==> config.mk <==
export PLATFORM = sky130hd
export DESIGN_NAME = pe_net_feeder
export DESIGN_NICKNAME = d
export VERILOG_FILES = /design/src/rtl/pe_net_feeder.sv
export SDC_FILE = /design/constraint.sdc
export NUM_CORES = 1
export LEC_CHECK = 0
export BUFFER_PORTS_ARGS = -buffer_cell sky130_fd_sc_hd__buf_4
export CAP_MARGIN = 20
export CORE_ASPECT_RATIO = 0.6
export CORE_MARGIN = 10
export CORE_UTILIZATION = 40
export CTS_BUF_LIST = sky130_fd_sc_hd__clkbuf_8
export CTS_CLUSTER_SIZE = 16
export DETAILED_ROUTE_END_ITERATION = 12
export GPL_ROUTABILITY_DRIVEN = 1
export GPL_TIMING_DRIVEN = 0
export PLACE_DENSITY = 0.75
export SYNTH_ARGS = -nofsm -noshare
export SYNTH_HDL_FRONTEND = slang
export SYNTH_SLANG_ARGS = --single-unit
==> constraint.sdc <==
create_clock -name clk -period 3.28 [get_ports clk]
set_input_delay 0.492 -clock clk [delete_from_list [all_inputs] [get_ports clk]]
set_output_delay 0.492 -clock clk [all_outputs]
set_load 0.01 [all_outputs]
==> src/rtl/pe_net_feeder.sv <==
// Job sequencer for the PE array: shifts in kernel weights, strobes the control
// config, streams one frame column by column, then waits out the drain time.
module pe_net_feeder #(
  parameter int unsigned ROW_SIZE = 4,
  parameter int unsigned N        = 4,
  parameter int unsigned M        = 2,
  parameter int unsigned CL_IN    = 4,
  parameter int unsigned CL1      = 2,
  parameter int unsigned LINES    = 16,
  parameter int unsigned KW       = 9,
  parameter int unsigned DRAIN    = 8
) (
  input  logic                      clk,
  input  logic                      rst,
  input  logic                      start,
  input  logic                      skip_cfg,
  input  logic [ROW_SIZE*CL_IN-1:0] cfg_d_ch,
  input  logic [ROW_SIZE*CL_IN-1:0] cfg_bp_ch,
  input  logic [ROW_SIZE*CL1-1:0]   cfg_bp_src,
  input  logic [ROW_SIZE*M-1:0]     w_data,
  input  logic                      w_valid,
  output logic                      w_ready,
  input  logic [ROW_SIZE*N-1:0]     s_data,
  input  logic                      s_valid,
  output logic                      s_ready,
  output logic [ROW_SIZE*N-1:0]     d_in,
  output logic [ROW_SIZE-1:0]       en_in,
  output logic [ROW_SIZE*M-1:0]     w_in,
  output logic                      w_conf,
  output logic                      cntl_conf,
  output logic [ROW_SIZE*CL_IN-1:0] d_ch_in,
  output logic [ROW_SIZE*CL_IN-1:0] bp_ch_in,
  output logic [ROW_SIZE*CL1-1:0]   bp_src_in,
  output logic                      busy,
  output logic                      done
);

  localparam int unsigned WCW = $clog2(KW + 1);
  localparam int unsigned CCW = $clog2(LINES + 1);
  localparam int unsigned DCW = $clog2(DRAIN + 1);

  typedef enum logic [2:0] {S_IDLE, S_WLOAD, S_CCONF, S_STREAM, S_DRAIN} state_t;

  state_t         state;
  logic [WCW-1:0] w_cnt;
  logic [CCW-1:0] c_cnt;
  logic [DCW-1:0] d_cnt;
  logic           w_acc;
  logic           s_acc;

  // Handshakes use the registered ready flags, which are only set in their own state.
  assign w_acc = w_valid & w_ready;
  assign s_acc = s_valid & s_ready;

  always_ff @(posedge clk or posedge rst) begin
    if (rst) begin
      state     <= S_IDLE;
      w_cnt     <= '0;
      c_cnt     <= '0;
      d_cnt     <= '0;
      w_ready   <= 1'b0;
      s_ready   <= 1'b0;
      d_in      <= '0;
      en_in     <= '0;
      w_in      <= '0;
      w_conf    <= 1'b0;
      cntl_conf <= 1'b0;
      d_ch_in   <= '0;
      bp_ch_in  <= '0;
      bp_src_in <= '0;
      busy      <= 1'b0;
      done      <= 1'b0;
    end else begin
      w_conf    <= w_acc;
      en_in     <= {ROW_SIZE{s_acc}};
      cntl_conf <= 1'b0;
      done      <= 1'b0;
      if (w_acc) w_in <= w_data;
      if (s_acc) d_in <= s_data;

      case (state)
        S_IDLE: begin
          if (start) begin
            d_ch_in   <= cfg_d_ch;
            bp_ch_in  <= cfg_bp_ch;
            bp_src_in <= cfg_bp_src;
            busy      <= 1'b1;
            if (skip_cfg) begin
              state   <= S_STREAM;
              s_ready <= 1'b1;
            end else begin
              state   <= S_WLOAD;
              w_ready <= 1'b1;
            end
          end
        end
        S_WLOAD: begin
          if (w_acc) begin
            if (w_cnt == WCW'(KW - 1)) begin
              w_cnt     <= '0;
              w_ready   <= 1'b0;
              cntl_conf <= 1'b1;
              state     <= S_CCONF;
            end else begin
              w_cnt <= w_cnt + WCW'(1);
            end
          end
        end
        S_CCONF: begin
          state   <= S_STREAM;
          s_ready <= 1'b1;
        end
        S_STREAM: begin
          if (s_acc) begin
            if (c_cnt == CCW'(LINES - 1)) begin
              c_cnt   <= '0;
              s_ready <= 1'b0;
              state   <= S_DRAIN;
            end else begin
              c_cnt <= c_cnt + CCW'(1);
            end
          end
        end
        S_DRAIN: begin
          if (d_cnt == DCW'(DRAIN - 1)) begin
            d_cnt <= '0;
            busy  <= 1'b0;
            done  <= 1'b1;
            state <= S_IDLE;
          end else begin
            d_cnt <= d_cnt + DCW'(1);
          end
        end
        default: state <= S_IDLE;
      endcase
    end
  end

endmodule

== Word level (Yosys, flattened, before mapping) ==
Index checks and enable logic that the tools add are counted.

* Register bits after elaboration: 87
* Input bits: 70
* Output and inout bits: 74
* Word-level logic and storage cells: 76

* $add $sub $neg: 3
* Eq/ne operators: 15
* Multiplexer cells: 29
* Bitwise gates (word level): 2
* Reductions and logical operators: 11

{| class="wikitable"
|+ Operator list
! kind !! number
|-
| two-way mux 3 bit || 6
|-
| inequality test 2 bit, second input constant || 8
|-
| two-way mux 1 bit || 15
|-
| case mux 3 bit (5 select lines) || 1
|-
| AND reduction 5 bit || 2
|-
| adder 4 x 1 -> 4 bit, second input constant || 2
|-
| two-way mux 4 bit || 2
|-
| equality test 3 x 2 -> 1 bit, second input constant || 2
|-
| AND reduction 2 bit || 3
|-
| AND reduction 6 bit || 1
|-
| adder 5 x 1 -> 5 bit, second input constant || 1
|-
| equality test 5 x 4 -> 1 bit, second input constant || 1
|-
| two-way mux 5 bit || 1
|-
| equality test 4 x 3 -> 1 bit, second input constant || 1
|-
| equality test 4 bit, second input constant || 1
|-
| case mux 1 bit (2 select lines) || 2
|-
| nonzero test 2 bit || 2
|-
| equality test 3 x 1 -> 1 bit, second input constant || 1
|-
| equality test 3 bit, second input constant || 1
|-
| logical NOT 3 bit || 1
|-
| case mux 1 bit (3 select lines) || 1
|-
| AND reduction 3 bit || 1
|-
| nonzero test 3 bit || 1
|-
| AND 1 bit || 2
|-
| two-way mux 2 bit || 1
|}

== Longest topological paths before layout ==
* Word-level depth: 4
* Mapped depth: 5
* Depth with buffers taken out: 5

== Worst setup path after synthesis ==
Ideal clock, no wire load.

* Path kind: flip-flop to flip-flop
* Start point: register state[0]
* End point: register bp_ch_in[0]
* Setup time: 125 ps
* Arrival: 1421 ps
* Data required time: 3155 ps
* Slack: 1734 ps
* Stages on the path, launching flop included: 5
* Path buffers: 2
* Clock period less this slack: 1546 ps
* Path through: dfrtp_1 -> buf_4 -> nor4b_4 -> buf_6 -> mux2_2

* Longest elaborated chain between the ends: 2

{| class="wikitable"
|+ Ends and longest elaborated chain
! what !! line !! RTL
|-
| start: declaration || 44 || <nowiki>state_t state;</nowiki>
|-
| start signal: assignment || 57 || <nowiki>state <= S_IDLE;</nowiki>
|-
| start signal: assignment || 89 || <nowiki>state <= S_STREAM;</nowiki>
|-
| start signal: assignment || 92 || <nowiki>state <= S_WLOAD;</nowiki>
|-
| logical NOT 3 bit || 81 || <nowiki>case (state)</nowiki>
|-
| AND reduction 2 bit (no line) || n/a ||
|-
| end signal: assignment || 85 || <nowiki>bp_ch_in <= cfg_bp_ch;</nowiki>
|-
| end: declaration || 32 || <nowiki>output logic [ROW_SIZE*CL_IN-1:0] bp_ch_in,</nowiki>
|}

Every way passes these cells.
A chain may end at the register's enable or synchronous reset.

== Final worst setup path ==
* Start point: register state[1]
* End point: register d_ch_in[4]

* Longest elaborated chain between the ends: 2

{| class="wikitable"
|+ Ends and longest elaborated chain
! what !! line !! RTL
|-
| logical NOT 3 bit || 81 ||
|-
| AND reduction 2 bit (no line) || n/a ||
|-
| end signal: assignment || 84 || <nowiki>d_ch_in <= cfg_d_ch;</nowiki>
|-
| end: declaration || 31 || <nowiki>output logic [ROW_SIZE*CL_IN-1:0] d_ch_in,</nowiki>
|}

Every way passes these cells.

==> run metrics <==
status complete, no violations; Worst setup SP type register; antenna viol nets, final 0; reg2reg start state[1]$_DFFE_PP0P_; combinational share of power between 30% and 40%; FMAX approximately 550 MHz; flop-to-flop setup slack between 1 and 1.5 ns; Internal Power 2.82 mW; cts repair resizes 0; max-capacitance violation count 0; initial antenna violation count 0; min Tclk post-route between 1.5 and 2 ns; Worst path depth 3; number of I/O pins roughly 140; Nets approximately 470; RSZ-0062 raised after global routing no; number of synthesized flops with an enable pin 0; Core Rows 26; chip width ~140 um; Port-buffer cells about 140; Core Area 0.00852 sq mm; Num CTS Buffers 9; DP HPWL around 6800 um; H-tree levels 3; synthesis warning total 0; Leakage 2.35 nW; Via density 4.71; leading cell types in the layout, fill and taps excluded buf_4, dfrtp_1, mux2_2; Async SR Flop Fraction 100%; Starting DRT DRC Count between 40 and 50; sequential area share after synthesis slightly above 60%; ranking of synthesized cells by area dfrtp_1, mux2_2, ha_1, o21ai_0, buf_6; Die Y around 93 um; wire per inst between 15 and 20 um; fin crit share a little under three fifths; critical path capture point d_ch_in[4]$_DFFE_PP0P_; Setup TNS 0 ns; final setup vio count 0; register share of total power 42.1%; area of the mapped netlist 0.00350 sq mm; drt first pass iters 4; antenna cell count 0; FF+latch count, synth 87; Clk pwr share a little under a fifth; # hold bufs at CTS 0; vias in the first global route 2600; Die ar. approximately 0.013 sq mm; GR Layer Usage met3 6.83%; commonest non-fill, non-tap cell in the layout buf_4; gp weighted congestion about 0.80; HP Class in -> async; Area Growth Syn to Fin 41.2%; switching share of power between 30% and 40%; Power Density between 800 and 900 mW/mm^2; first-pass GRT wire length ~13000 um; met2 GRT Util about 21%; All-Layer GR Usage about an eighth; critical path's top delay family simple AND/OR/NAND/NOR gates; post-synthesis cell type count 38; Root Buffer clkbuf_8; slowest CP cell nor4b_4; filler instances 693; ys flop type dfrtp_1; FF-to-FF path depth 3; total chip power between 4 and 5 mW; Synth top area share between 60 and 70%; Max IR drop VDD roughly 0.38 mV; Starting Density between 40% and 50%; Final Hold Viols 0; Worst-Skew Late Latency 0.35 ns; arrival time at the worst endpoint roughly 2 ns; register area around 0.0022 sq mm; Post-CTS Setup Bufs 0; Worst Path Max Fanout 10; share of cells above drive strength 1 around three fifths; drc violations 0; Buf/Inv on CP 1; GR Util met1 approximately 15%; multi-input logic area about 0.0012 sq mm; Worst path max stage delay around 0.62 ns; CTS clk-pin slew, worst paths 0.09 ns; CP Cell Sequence nor4b_4 -> buf_6 -> mux2_2; r2r endpoint d_ch_in[4]$_DFFE_PP0P_; Post-Syn Nets roughly 310; CP required 3.51 ns; Sink Count 87; largest net degree at the start of global routing between 40 and 50; net load switching power roughly 1.3 mW; Max-Slew Margin vs Limit between 50% and 60%; crit end category register; critical path class reg -> reg; Mean Syn Cell Area about 15 sq um; largest area contributor in the netlist dfrtp_1; Slew @ Worst Pin 0.633 ns; vias 2400; Pins Over Slew Limit 0; GRT overflow 0; Clock Path Buffers 2; Post-Route WL 8560 um; CTS tree built; Post-Synthesis Cells roughly 240; busiest layer in global routing met2; crit path from state[1]$_DFFE_PP0P_; clk_skew between 0.01 and 0.015 ns
-- flip-flops by register name (all words and copies together), names as in the netlist, 3 cells and up --
name,flops
bp_ch_in,16
bp_src_in,8
c_cnt,5
d_ch_in,16
d_cnt,4
d_in,16
state,3
w_cnt,4
w_in,8
-- how the worst min path moves through the flow --
| stage | endpoint | cells past startpoint |
|---|---|---|
| after CTS | bp_ch_in[4]$_DFFE_PP0P_ | 2 |
| after floorplan | c_cnt[4]$_DFFE_PP0P_ | 1 |
| after detailed placement | c_cnt[4]$_DFFE_PP0P_ | 1 |
| after global placement | c_cnt[4]$_DFFE_PP0P_ | 1 |
| after global routing | bp_ch_in[8]$_DFFE_PP0P_ | 2 |
| final | bp_ch_in[4]$_DFFE_PP0P_ | 2 |
-- final cells by class --
class | instances | area share, %
sequential | 87 | 44.0
multi-input combinational | 134 | 24.5
timing repair buffer | 144 | 22.1
clock buffer | 11 | 3.06
tap | 112 | 2.83
buffer | 10 | 1.69
clock inverter | 4 | 1.11
inverter | 8 | 0.658
-- layer usage --
metal,vias up,part of all wire (%)
li1,1151,-
met1,1162,43
met2,82,48
met3,5,9.1
met4,0,0.44
met5,-,0
-- power by group through the flow --
stage	clock (mW)	sequential, mW	combinational (mW)
after detailed placement	0	1.77	1.68
after floorplan	0	1.91	0.658
after global routing	0.837	1.80	1.79
final	0.755	1.74	1.64
after global placement	0	1.74	1.62
after CTS	0.786	1.75	1.68
-- cell families after synthesis --
| family | after synthesis | share of synthesized area [%] |
|---|---|---|
| AND/OR/NAND/NOR | 35 | 6.25 |
| adder cells (fa/ha/maj) | 4 | 1.43 |
| XOR/XNOR | 2 | 0.500 |
| buffers and inverters | 18 | 3.25 |
| multiplexers | 69 | 22.1 |
| AO/OA/AOI/OAI | 24 | 4.32 |
| flip-flops | 87 | 62.1 |
-- synthesized netlist by cell type, drive strengths merged, types with 2 or more instances --
master  number
nand2b       3
dfrtp       87
o21ai        9
o21bai       2
nor2         5
inv          8
buf          9
ha           4
and3         3
nand2        7
a21oi        6
mux2        68
nand3        4
nor4b        3
xnor2        2
-- per-stage QoR --
step | util (%) | cell area (sq um) | hold WS, ns | std cells | worst slack (ns)
after global placement | 55.4 | 4720 | 0.464 | 494 | -0.509
after global routing | 58.0 | 4950 | 0.230 | 510 | 1.38
after floorplan | - | 3500 | 0.448 | 239 | 0.538
final | 58.0 | 4950 | 0.208 | 510 | 1.47
after detailed placement | 55.6 | 4740 | 0.472 | 495 | 1.44
after CTS | 58.0 | 4950 | 0.212 | 510 | 1.44
(Power assumes the default switching activity.)
